[src/rtl/ic_mem_sched.sv]
// I-cache refill scheduler: xid allocation, duplicate-line merging and out-of-order fill matching.
// Optional IC_MEM_SCHED_STATS_EN adds saturating event counters.
module ic_mem_sched #(
    parameter int unsigned NXID   = 4,
    parameter int unsigned PF_MAX = 2
) (
    input  logic          clk,
    input  logic          rst_n,
    input  logic          dm_req,
    input  logic [26:4]   dm_addr,
    output logic          dm_gnt,
    input  logic          pf_req,
    input  logic [26:4]   pf_addr,
    output logic          pf_gnt,
    output logic [26:4]   ic_mem_addr,
    output logic [1:0]    ic_mem_xid,
    output logic          ic_mem_re,
    input  logic          mem_ic_ready,
    input  logic          mem_ic_valid,
    input  logic [1:0]    mem_ic_xid,
    input  logic [127:0]  mem_ic_data,
    output logic          fill_valid,
    output logic [26:4]   fill_addr,
    output logic [127:0]  fill_data,
    output logic          fill_demand,
    output logic          sched_busy
`ifdef IC_MEM_SCHED_STATS_EN
    ,
    output logic [15:0]   stat_dm,
    output logic [15:0]   stat_pf,
    output logic [15:0]   stat_merge,
    output logic [15:0]   stat_orphan
`endif
);

    typedef enum logic [0:0] {StIdle, StReq} state_e;

    state_e        state_q, state_d;
    logic [3:0]    valid_q, dem_q, pf_q;
    logic [26:4]   addr_q [4];

    logic          re_q;
    logic [26:4]   mem_addr_q;
    logic [1:0]    mem_xid_q;
    logic          fill_valid_q, fill_demand_q;
    logic [26:4]   fill_addr_q;
    logic [127:0]  fill_data_q;

    logic [3:0]    dm_match, pf_match, upgrade;
    int unsigned   free_cnt, pf_cnt;
    logic [1:0]    alloc_idx;
    logic          found;
    logic          alloc, alloc_dem, merge;
    logic [26:4]   alloc_addr;
    logic          resp_hit;

    // Entries at index >= NXID are never allocated, so their valid bit stays 0.
    always_comb begin
        dm_match  = '0;
        pf_match  = '0;
        free_cnt  = 0;
        pf_cnt    = 0;
        alloc_idx = '0;
        found     = 1'b0;
        for (int i = 0; i < 4; i++) begin
            dm_match[i] = valid_q[i] && (addr_q[i] == dm_addr);
            pf_match[i] = valid_q[i] && (addr_q[i] == pf_addr);
            if (valid_q[i] && pf_q[i]) begin
                pf_cnt = pf_cnt + 1;
            end
        end
        for (int unsigned i = 0; i < NXID; i++) begin
            if (!valid_q[i]) begin
                free_cnt = free_cnt + 1;
                if (!found) begin
                    found     = 1'b1;
                    alloc_idx = 2'(i);
                end
            end
        end
    end

    always_comb begin
        state_d    = state_q;
        dm_gnt     = 1'b0;
        pf_gnt     = 1'b0;
        alloc      = 1'b0;
        alloc_dem  = 1'b0;
        merge      = 1'b0;
        upgrade    = '0;
        alloc_addr = dm_addr;
        unique case (state_q)
            StIdle: begin
                if (dm_req) begin
                    if (|dm_match) begin
                        dm_gnt  = 1'b1;
                        merge   = 1'b1;
                        upgrade = dm_match;
                    end else if (free_cnt != 0) begin
                        dm_gnt    = 1'b1;
                        alloc     = 1'b1;
                        alloc_dem = 1'b1;
                        state_d   = StReq;
                    end
                end else if (pf_req) begin
                    alloc_addr = pf_addr;
                    if (|pf_match) begin
                        pf_gnt = 1'b1;
                        merge  = 1'b1;
                    // Keep one entry in reserve so a demand miss can always allocate.
                    end else if (pf_cnt < PF_MAX && free_cnt >= 2) begin
                        pf_gnt  = 1'b1;
                        alloc   = 1'b1;
                        state_d = StReq;
                    end
                end
            end
            StReq: begin
                if (re_q && mem_ic_ready) begin
                    state_d = StIdle;
                end
            end
            default: state_d = StIdle;
        endcase
    end

    assign resp_hit = mem_ic_valid && valid_q[mem_ic_xid];

    always_ff @(posedge clk) begin
        if (!rst_n) begin
            state_q       <= StIdle;
            valid_q       <= '0;
            dem_q         <= '0;
            pf_q          <= '0;
            for (int i = 0; i < 4; i++) begin
                addr_q[i] <= '0;
            end
            re_q          <= 1'b0;
            mem_addr_q    <= '0;
            mem_xid_q     <= '0;
            fill_valid_q  <= 1'b0;
            fill_addr_q   <= '0;
            fill_data_q   <= '0;
            fill_demand_q <= 1'b0;
        end else begin
            state_q <= state_d;
            if (alloc) begin
                re_q       <= 1'b1;
                mem_addr_q <= alloc_addr;
                mem_xid_q  <= alloc_idx;
            end else if (re_q && mem_ic_ready) begin
                re_q <= 1'b0;
            end
            dem_q <= dem_q | upgrade;
            if (alloc) begin
                valid_q[alloc_idx] <= 1'b1;
                addr_q[alloc_idx]  <= alloc_addr;
                dem_q[alloc_idx]   <= alloc_dem;
                pf_q[alloc_idx]    <= !alloc_dem;
            end
            fill_valid_q <= resp_hit;
            if (resp_hit) begin
                fill_addr_q         <= addr_q[mem_ic_xid];
                fill_data_q         <= mem_ic_data;
                fill_demand_q       <= dem_q[mem_ic_xid] | upgrade[mem_ic_xid];
                valid_q[mem_ic_xid] <= 1'b0;
            end
        end
    end

    assign ic_mem_re   = re_q;
    assign ic_mem_addr = mem_addr_q;
    assign ic_mem_xid  = mem_xid_q;
    assign fill_valid  = fill_valid_q;
    assign fill_addr   = fill_addr_q;
    assign fill_data   = fill_data_q;
    assign fill_demand = fill_demand_q;
    assign sched_busy  = |valid_q;

`ifdef IC_MEM_SCHED_STATS_EN
    logic [15:0] stat_dm_q, stat_pf_q, stat_merge_q, stat_orphan_q;

    always_ff @(posedge clk) begin
        if (!rst_n) begin
            stat_dm_q     <= '0;
            stat_pf_q     <= '0;
            stat_merge_q  <= '0;
            stat_orphan_q <= '0;
        end else begin
            if (alloc && alloc_dem && stat_dm_q != 16'hFFFF) begin
                stat_dm_q <= stat_dm_q + 16'd1;
            end
            if (alloc && !alloc_dem && stat_pf_q != 16'hFFFF) begin
                stat_pf_q <= stat_pf_q + 16'd1;
            end
            if (merge && stat_merge_q != 16'hFFFF) begin
                stat_merge_q <= stat_merge_q + 16'd1;
            end
            if (mem_ic_valid && !resp_hit && stat_orphan_q != 16'hFFFF) begin
                stat_orphan_q <= stat_orphan_q + 16'd1;
            end
        end
    end

    assign stat_dm     = stat_dm_q;
    assign stat_pf     = stat_pf_q;
    assign stat_merge  = stat_merge_q;
    assign stat_orphan = stat_orphan_q;
`endif

endmodule

[config.mk]
export PLATFORM = sky130hd
export DESIGN_NAME = ic_mem_sched
export DESIGN_NICKNAME = d
export VERILOG_FILES = /design/src/rtl/ic_mem_sched.sv
export SDC_FILE = /design/constraint.sdc
export NUM_CORES = 1
export LEC_CHECK = 0
export CORE_MARGIN = 5
export CORE_UTILIZATION = 44
export DETAILED_ROUTE_END_ITERATION = 8
export PLACE_DENSITY = 0.79
export RECOVER_POWER = 25
export REMOVE_ABC_BUFFERS = 1
export SYNTH_ARGS = -nofsm -noshare
export SYNTH_HDL_FRONTEND = slang
export SYNTH_SLANG_ARGS = --single-unit
[constraint.sdc]
create_clock -name clk -period 7.5 [get_ports clk]
set_input_delay 1.5 -clock clk [delete_from_list [all_inputs] [get_ports clk]]
set_output_delay 1.5 -clock clk [all_outputs]
set_load 0.02 [all_outputs]
==> results of run 1 <==
[worst max-delay path: cells and delay by family]
family | cells | cell delay [ns]
AO/OA/AOI/OAI | 1 | 0.14
XOR/XNOR | 1 | 0.17
buffers and inverters | 2 | 1.36
AND/OR/NAND/NOR | 4 | 1.00
[metal layers]
metal / vias up / wire [um] / global-route usage, %
met3: 108 / 3860 / 6.56
li1: 5653 / - / -
met2: 453 / 24500 / 45.4
met1: 5680 / 18400 / 28.4
met4: 2 / 2050 / 11.0
met5: - / 13 / 0
[cell usage after synthesis (16+ instances only)]
library cell  instances  share of area [%]
nand2_1             377                9.8
and4b_1              66                4.6
nor2_1               34               0.88
xor2_1               25                1.5
buf_2                44                1.5
dfxtp_1             192                 27
edfxtp_1             92                 19
xnor2_1             162                9.8
mux4_2               23                3.6
a21boi_0            154                8.0
o21ai_0              16               0.55
nand4_1              45                1.9
mux2i_1              26                1.8
clkbuf_1             84                2.2
mux2_2               23                1.8
[cells by family (layout without fill, tap and decap cells)]
kind of cell / after synthesis / count (layout) / synth area share [%]
compound gates: 208 / 208 / 10.7
xor+xnor: 187 / 187 / 11.3
fa+ha+maj: 8 / 8 / 0.693
buf+inv: 154 / 442 / 4.87
flops: 284 / 284 / 45.7
mux: 72 / 72 / 7.18
other cells: 0 / 11 / 0
simple gates: 574 / 574 / 19.5
[placed cells by master (no fill, tap or decap), types with 3 or more instances in the layout]
master and n:
a21oi_1 8, a22oi_1 3, nand2b_1 7, buf_4 14
xnor2_1 162, inv_1 6, dfxtp_1 192, nor2_1 33
mux2i_1 26, o221a_1 3, nor4_1 12, bufinv_16 4
edfxtp_1 92, nor3b_1 3, o211ai_1 7, a21boi_0 154
nor3_1 6, clkbuf_1 8, clkbuf_16 35, ha_1 8
nand2_1 377, diode_2 11, xor2_1 25, and4b_1 66
o21ai_4 4, nand3_1 9, clkdlybuf4s50_1 222, mux2_2 23
o21ai_0 12, mux4_2 23, dlygate4sd3_1 139, nand4_1 45
o2111ai_1 3, clkinv_2 5
[registers in the layout, summed over array words and instances (netlist names), 2 cells and up]
signal       count
pf_q             4
fill_data      128
fill_addr       23
addr_q          92
dem_q            4
ic_mem_addr     23
valid_q          4
ic_mem_xid       2
[worst paths after layout]
check | start | to | slack, ns | cells after the start
setup reg to reg | valid_q[1]$_SDFF_PN0_ | addr_q[3][4]$_DFFE_PP_ | 3.31 | 11
setup / recovery | dm_addr[13] | dm_gnt | 1.82 | 8
hold reg to reg | ic_mem_addr[15]$_SDFFE_PN0N_ | ic_mem_addr[15]$_SDFFE_PN0N_ | 0.46 | 2
hold / removal | ic_mem_addr[15]$_SDFFE_PN0N_ | ic_mem_addr[15]$_SDFFE_PN0N_ | 0.46 | 2
[area by class of cell]
type	count	area (um^2)
fill	2783	13200
clock buffer	44	920
clock inverter	15	213
timing repair buffer	377	3730
sequential	284	6610
multi-input combinational	1049	7190
antenna	11	27.5
inverter	6	22.5
tap	442	553
[power groups by stage]
stage               Combinational, mW  Sequential, mW  Clock [mW]
floorplan                       0.858            2.17           0
global placement                 1.66            2.11           0
detailed placement               1.67            2.12           0
CTS                              1.68            2.09        1.71
global route                     1.75            2.11        1.77
finish                           1.65            2.08        1.68
[metrics by stage]
stage / hold WS (ns) / TNS [ns]
6_report: 0.455 / 0
4_1_cts: 0.464 / 0
5_1_grt: 0.480 / 0
3_3_place_gp: 0.448 / 0
2_1_floorplan: 0.450 / -0.121
3_5_place_dp: 0.455 / 0
==> flow_summary.ini, run 1 <==
[status]
status = finished, final reports clean

[routing]
via_count = 11896
viasPerCell = 5.34
drtIter0Drc = 820
ant_nets = 0
wirelength_um = 48800
drc = 0
drt-wirelength-per-cell_um = 21.9
dr.pass1.iters = 5

[global_route]
groute.usage.overall_pct = 25.3
first_global_vias = 12073
antenna_found_initial = 10
grt_max_degree = 114
grt_pass1_wl_um = 71200
grt_overflow_total = 0

[clocking]
cts_resized = 0
post_cts_buffers = 0
cts_hold_buf = 0
cts_root_buf = clkbuf_16
cts_tree = done
cts_buffers = 34
clk_latency_ns = 0.52
clock_path_buffers = 3
clock-sinks = 284
htreeDepth = 2
clk_pin_slew_ns = 0.06

[power_and_ir_drop]
cellLeakagePower_nw = 7.17
combPwrFrac_pct = 30.4
ir_worst_vdd_mv = 0.211
p_sw_share_pct = 33.4
p_clk_share_pct = 31.1
power.density_nw_per_um2 = 281
p_switching_mw = 1.80
p_seq_share_pct = 38.5
p_int_mw = 3.60
finalPower_mw = 5.41

[finish]
layout-drive-gt1-share_pct = 7.27
nets = 1942
fin_cells = 2228
fin_area_um2 = 19300
fin_util_pct = 59.4
area_growth_pct = 33.4

[worst_setup_path]
crit_fanout = 6
cp_cell_sequence = clkdlybuf4s50_1 -> xnor2_1 -> nand4_1 -> nor4_1 -> nand3_1 -> and4_4 -> a21oi_1 -> clkdlybuf4s50_1
cp_common_cell = clkdlybuf4s50_1
cp.required_ns = 6.00
critPathKind = primary input to primary output
worstPathArrival_ns = 4.18
end_kind = primary output
critPathMaxStageDelay_ns = 0.73
startpoint_type = primary input
slowest_stage = clkdlybuf4s50_1

[sta]
min_period_ns = 5.68
slew_viol_final = 0
clock.fmax_mhz = 176
finalCritPeriodShare_pct = 75.7
rsz0062_at_grt = false
setup_ws_ns = 1.82
relSlewSlack_pct = 17.6
hold_violations = 0
setup_viol = 0
final.setup_skew_ns = 0.0178
tightest_slew_ns = 1.24

[logic_synthesis]
yosys_warnings = 0
netlist_area_um2 = 14400
ys_types = 54
synth-edff-count = 92
ys_seq_area_share_pct = 45.7
ys_ff_latch = 284
syn-instance-count = 1487
avgSynthCellArea_um2 = 9.71
async_reset_ff_share_pct = 0
ys.flop_type = dfxtp_1

[floorplanning]
dieArea_um2 = 36500
initial_core_util_pct = 44.5
fp.dieW_um = 191
io_pins = 364
core_area_um2 = 32500
die_y_um = 191
num_rows = 66

[placement]
place_area_um2 = 18100
post-place-ws_ns = 1.90
gp_congestion = 1.01
dp.cells = 2158
numPortBuffers = 363
hpwl_um = 35900

[job]
maxCapViolations = 0

[min_path]
hp-class = flip-flop to flip-flop
No activity file was read; power rests on OpenSTA's default activity.
==> inputs of run 2 (changes only) <==
--- a/config.mk
+++ b/config.mk
@@ -8,7 +8,7 @@
 export CORE_MARGIN = 5
 export CORE_UTILIZATION = 44
 export DETAILED_ROUTE_END_ITERATION = 8
-export PLACE_DENSITY = 0.79
+export PLACE_DENSITY = 0.82
 export RECOVER_POWER = 25
 export REMOVE_ABC_BUFFERS = 1
 export SYNTH_ARGS = -nofsm -noshare
==> constraint.sdc (replaced) <==
create_clock -name clk -period 4.65 [get_ports clk]
set_input_delay 0.93 -clock clk [delete_from_list [all_inputs] [get_ports clk]]
set_output_delay 0.93 -clock clk [all_outputs]
set_load 0.02 [all_outputs]
==> run 2 against run 1 <==
Effect of this change: the run now ends with max-capacitance violations, max-slew violations left; setup slack worse by 1.7 ns; via count up 1.7%; count of clock-buffer cells in the layout up 3; flip-flop and latch count unchanged; final area up 0.44%; sequential share of layout area down 0.15 points; critical path type unchanged.
==> flow_summary.ini, run 2 (synthesis results as in run 1) <==
[status]
status = finished with violations
violations = max-capacitance violations, max-slew violations

[placement]
post-place-ws_ns = 0.0389
dp.cells = 2181
numPortBuffers = 363
gp_congestion = 1.01
hpwl_um = 35800

[clocking]
clk_latency_ns = 0.56
clock-sinks = 284
post_cts_buffers = 0
cts_root_buf = clkbuf_16
htreeDepth = 1
clk_pin_slew_ns = 0.06
clock_path_buffers = 3
cts_tree = done
cts_hold_buf = 0
cts_buffers = 31

[floorplanning]
num_rows = 66
die_y_um = 191
core_area_um2 = 32500
io_pins = 364
fp.dieW_um = 191
initial_core_util_pct = 44.5
dieArea_um2 = 36500

[finish]
layout_common_cells = 377 x nand2_1, 235 x clkdlybuf4s50_1, 192 x dfxtp_1
fillers = 2694
final_common_cell = nand2_1
multi_input_area_um2 = 7170
regArea_um2 = 6610
nets = 1962
largest_reg_flops = 128
area_growth_pct = 34.0
fin_cells = 2247
layout-drive-gt1-share_pct = 8.19

[routing]
wl_met2_um = 23500
met1_length_um = 18500
drc = 0
ant_nets = 0
met3RoutedLength_um = 4050
drt-wirelength-per-cell_um = 21.4
drtIter0Drc = 868
wirelength_um = 48100
via_count = 12098
viasPerCell = 5.38
dr.pass1.iters = 5
highest_layer = met4

[sta]
final.setup_skew_ns = 0.0228
relSlewSlack_pct = -25.5
setup_ws_ns = 0.158
fin_setup_tns_ns = 0
setup_viol = 0
min_period_ns = 4.49
hold_violations = 0
holdWs_ns = 0.454
tightest_slew_ns = 1.88
finalCritPeriodShare_pct = 96.6
clock.fmax_mhz = 223
rsz0062_at_grt = false
slew_viol_final = 84

[worst_setup_path]
crit_fanout = 5
critPathMaxStageDelay_ns = 0.63
worstPathArrival_ns = 3.56
reg2regPathDepth = 13
critPathKind = primary input to primary output
cp_cell_sequence = clkdlybuf4s50_1 -> xnor2_1 -> nand4_1 -> nor4_1 -> nand3_1 -> and4_4 -> a21oi_1 -> clkdlybuf4s50_1
end_kind = primary output
cp_common_cell = clkdlybuf4s50_1
cp.required_ns = 3.72
startpoint_type = primary input
slowest_stage = clkdlybuf4s50_1

[min_path]
hp-class = flip-flop to flip-flop
holdPathStages = 2

[global_route]
grt_max_degree = 114
grt_pass1_wl_um = 71300
first_global_vias = 12116
groute.usage.overall_pct = 25.1
antenna_found_initial = 11
grt_overflow_total = 0

[job]
maxCapViolations = 1

[power_and_ir_drop]
ir_worst_vdd_mv = 0.296
cellLeakagePower_nw = 7.20
power.density_nw_per_um2 = 438
[run 2: cell types whose count changed in the layout (fill, tap and decap cells not counted), moves of 3 or more]
| cell | delta |
|---|---|
| buf_4 | +15 |
| dlygate4sd3_1 | -13 |
| clkbuf_8 | +4 |
| clkdlybuf4s50_1 | +13 |
| bufinv_16 | -3 |
| buf_12 | +7 |
| o21ai_2 | +4 |
| o21ai_4 | -4 |
| clkbuf_16 | -3 |
[run 2: final cells by class]
cell class,instances,share of cell area [%]
multi-input combinational,1049,37.1
sequential,284,34.1
timing repair buffer,400,20.6
clock buffer,47,4.69
tap,442,2.86
clock inverter,8,0.362
antenna,11,0.142
inverter,6,0.116
[run 2: stage by stage]
stage	total power, mW	cell area, um^2	util [%]
after CTS	8.57	19300	59.6
after detailed placement	6.18	18400	56.6
after global routing	8.84	19300	59.6
after floorplan	4.89	13800	-
after global placement	6.14	18400	56.6
final	8.47	19300	59.6
[run 2: worst paths after layout]
kind / startpoint / endpoint / slack [ns]
hold / removal: ic_mem_xid[1]$_SDFFE_PN0N_ / ic_mem_xid[1]$_SDFFE_PN0N_ / 0.45
setup reg to reg: valid_q[1]$_SDFF_PN0_ / addr_q[0][15]$_SDFFCE_PN0P_ / 1.34
setup / recovery: dm_addr[25] / dm_gnt / 0.16
hold reg to reg: ic_mem_xid[1]$_SDFFE_PN0N_ / ic_mem_xid[1]$_SDFFE_PN0N_ / 0.45
[run 2: critical path, delay by kind of cell]
family                 cells  cell delay (ns)
buffers and inverters      2             1.20
AND/OR/NAND/NOR            4             0.92
XOR/XNOR                   1             0.34
AO/OA/AOI/OAI              1             0.17
[run 2: where the power goes]
part	internal (mW)	switching, mW
combinational	1.26	1.48
clock	1.39	0.985
sequential	3.00	0.355
total	5.65	2.82
[run 2: routing by layer]
| layer | track usage (%) | vias to the layer above |
|---|---|---|
| met5 | 0 | - |
| met2 | 43.9 | 507 |
| met4 | 10.8 | 0 |
| met3 | 5.68 | 108 |
| met1 | 29.6 | 5788 |
| li1 | - | 5695 |
[run 2: what timing repair did]
action,in CTS,in global routing
endpoints found under the hold margin,0,0
endpoints found under the setup margin,0,1
gates resized for setup,0,2
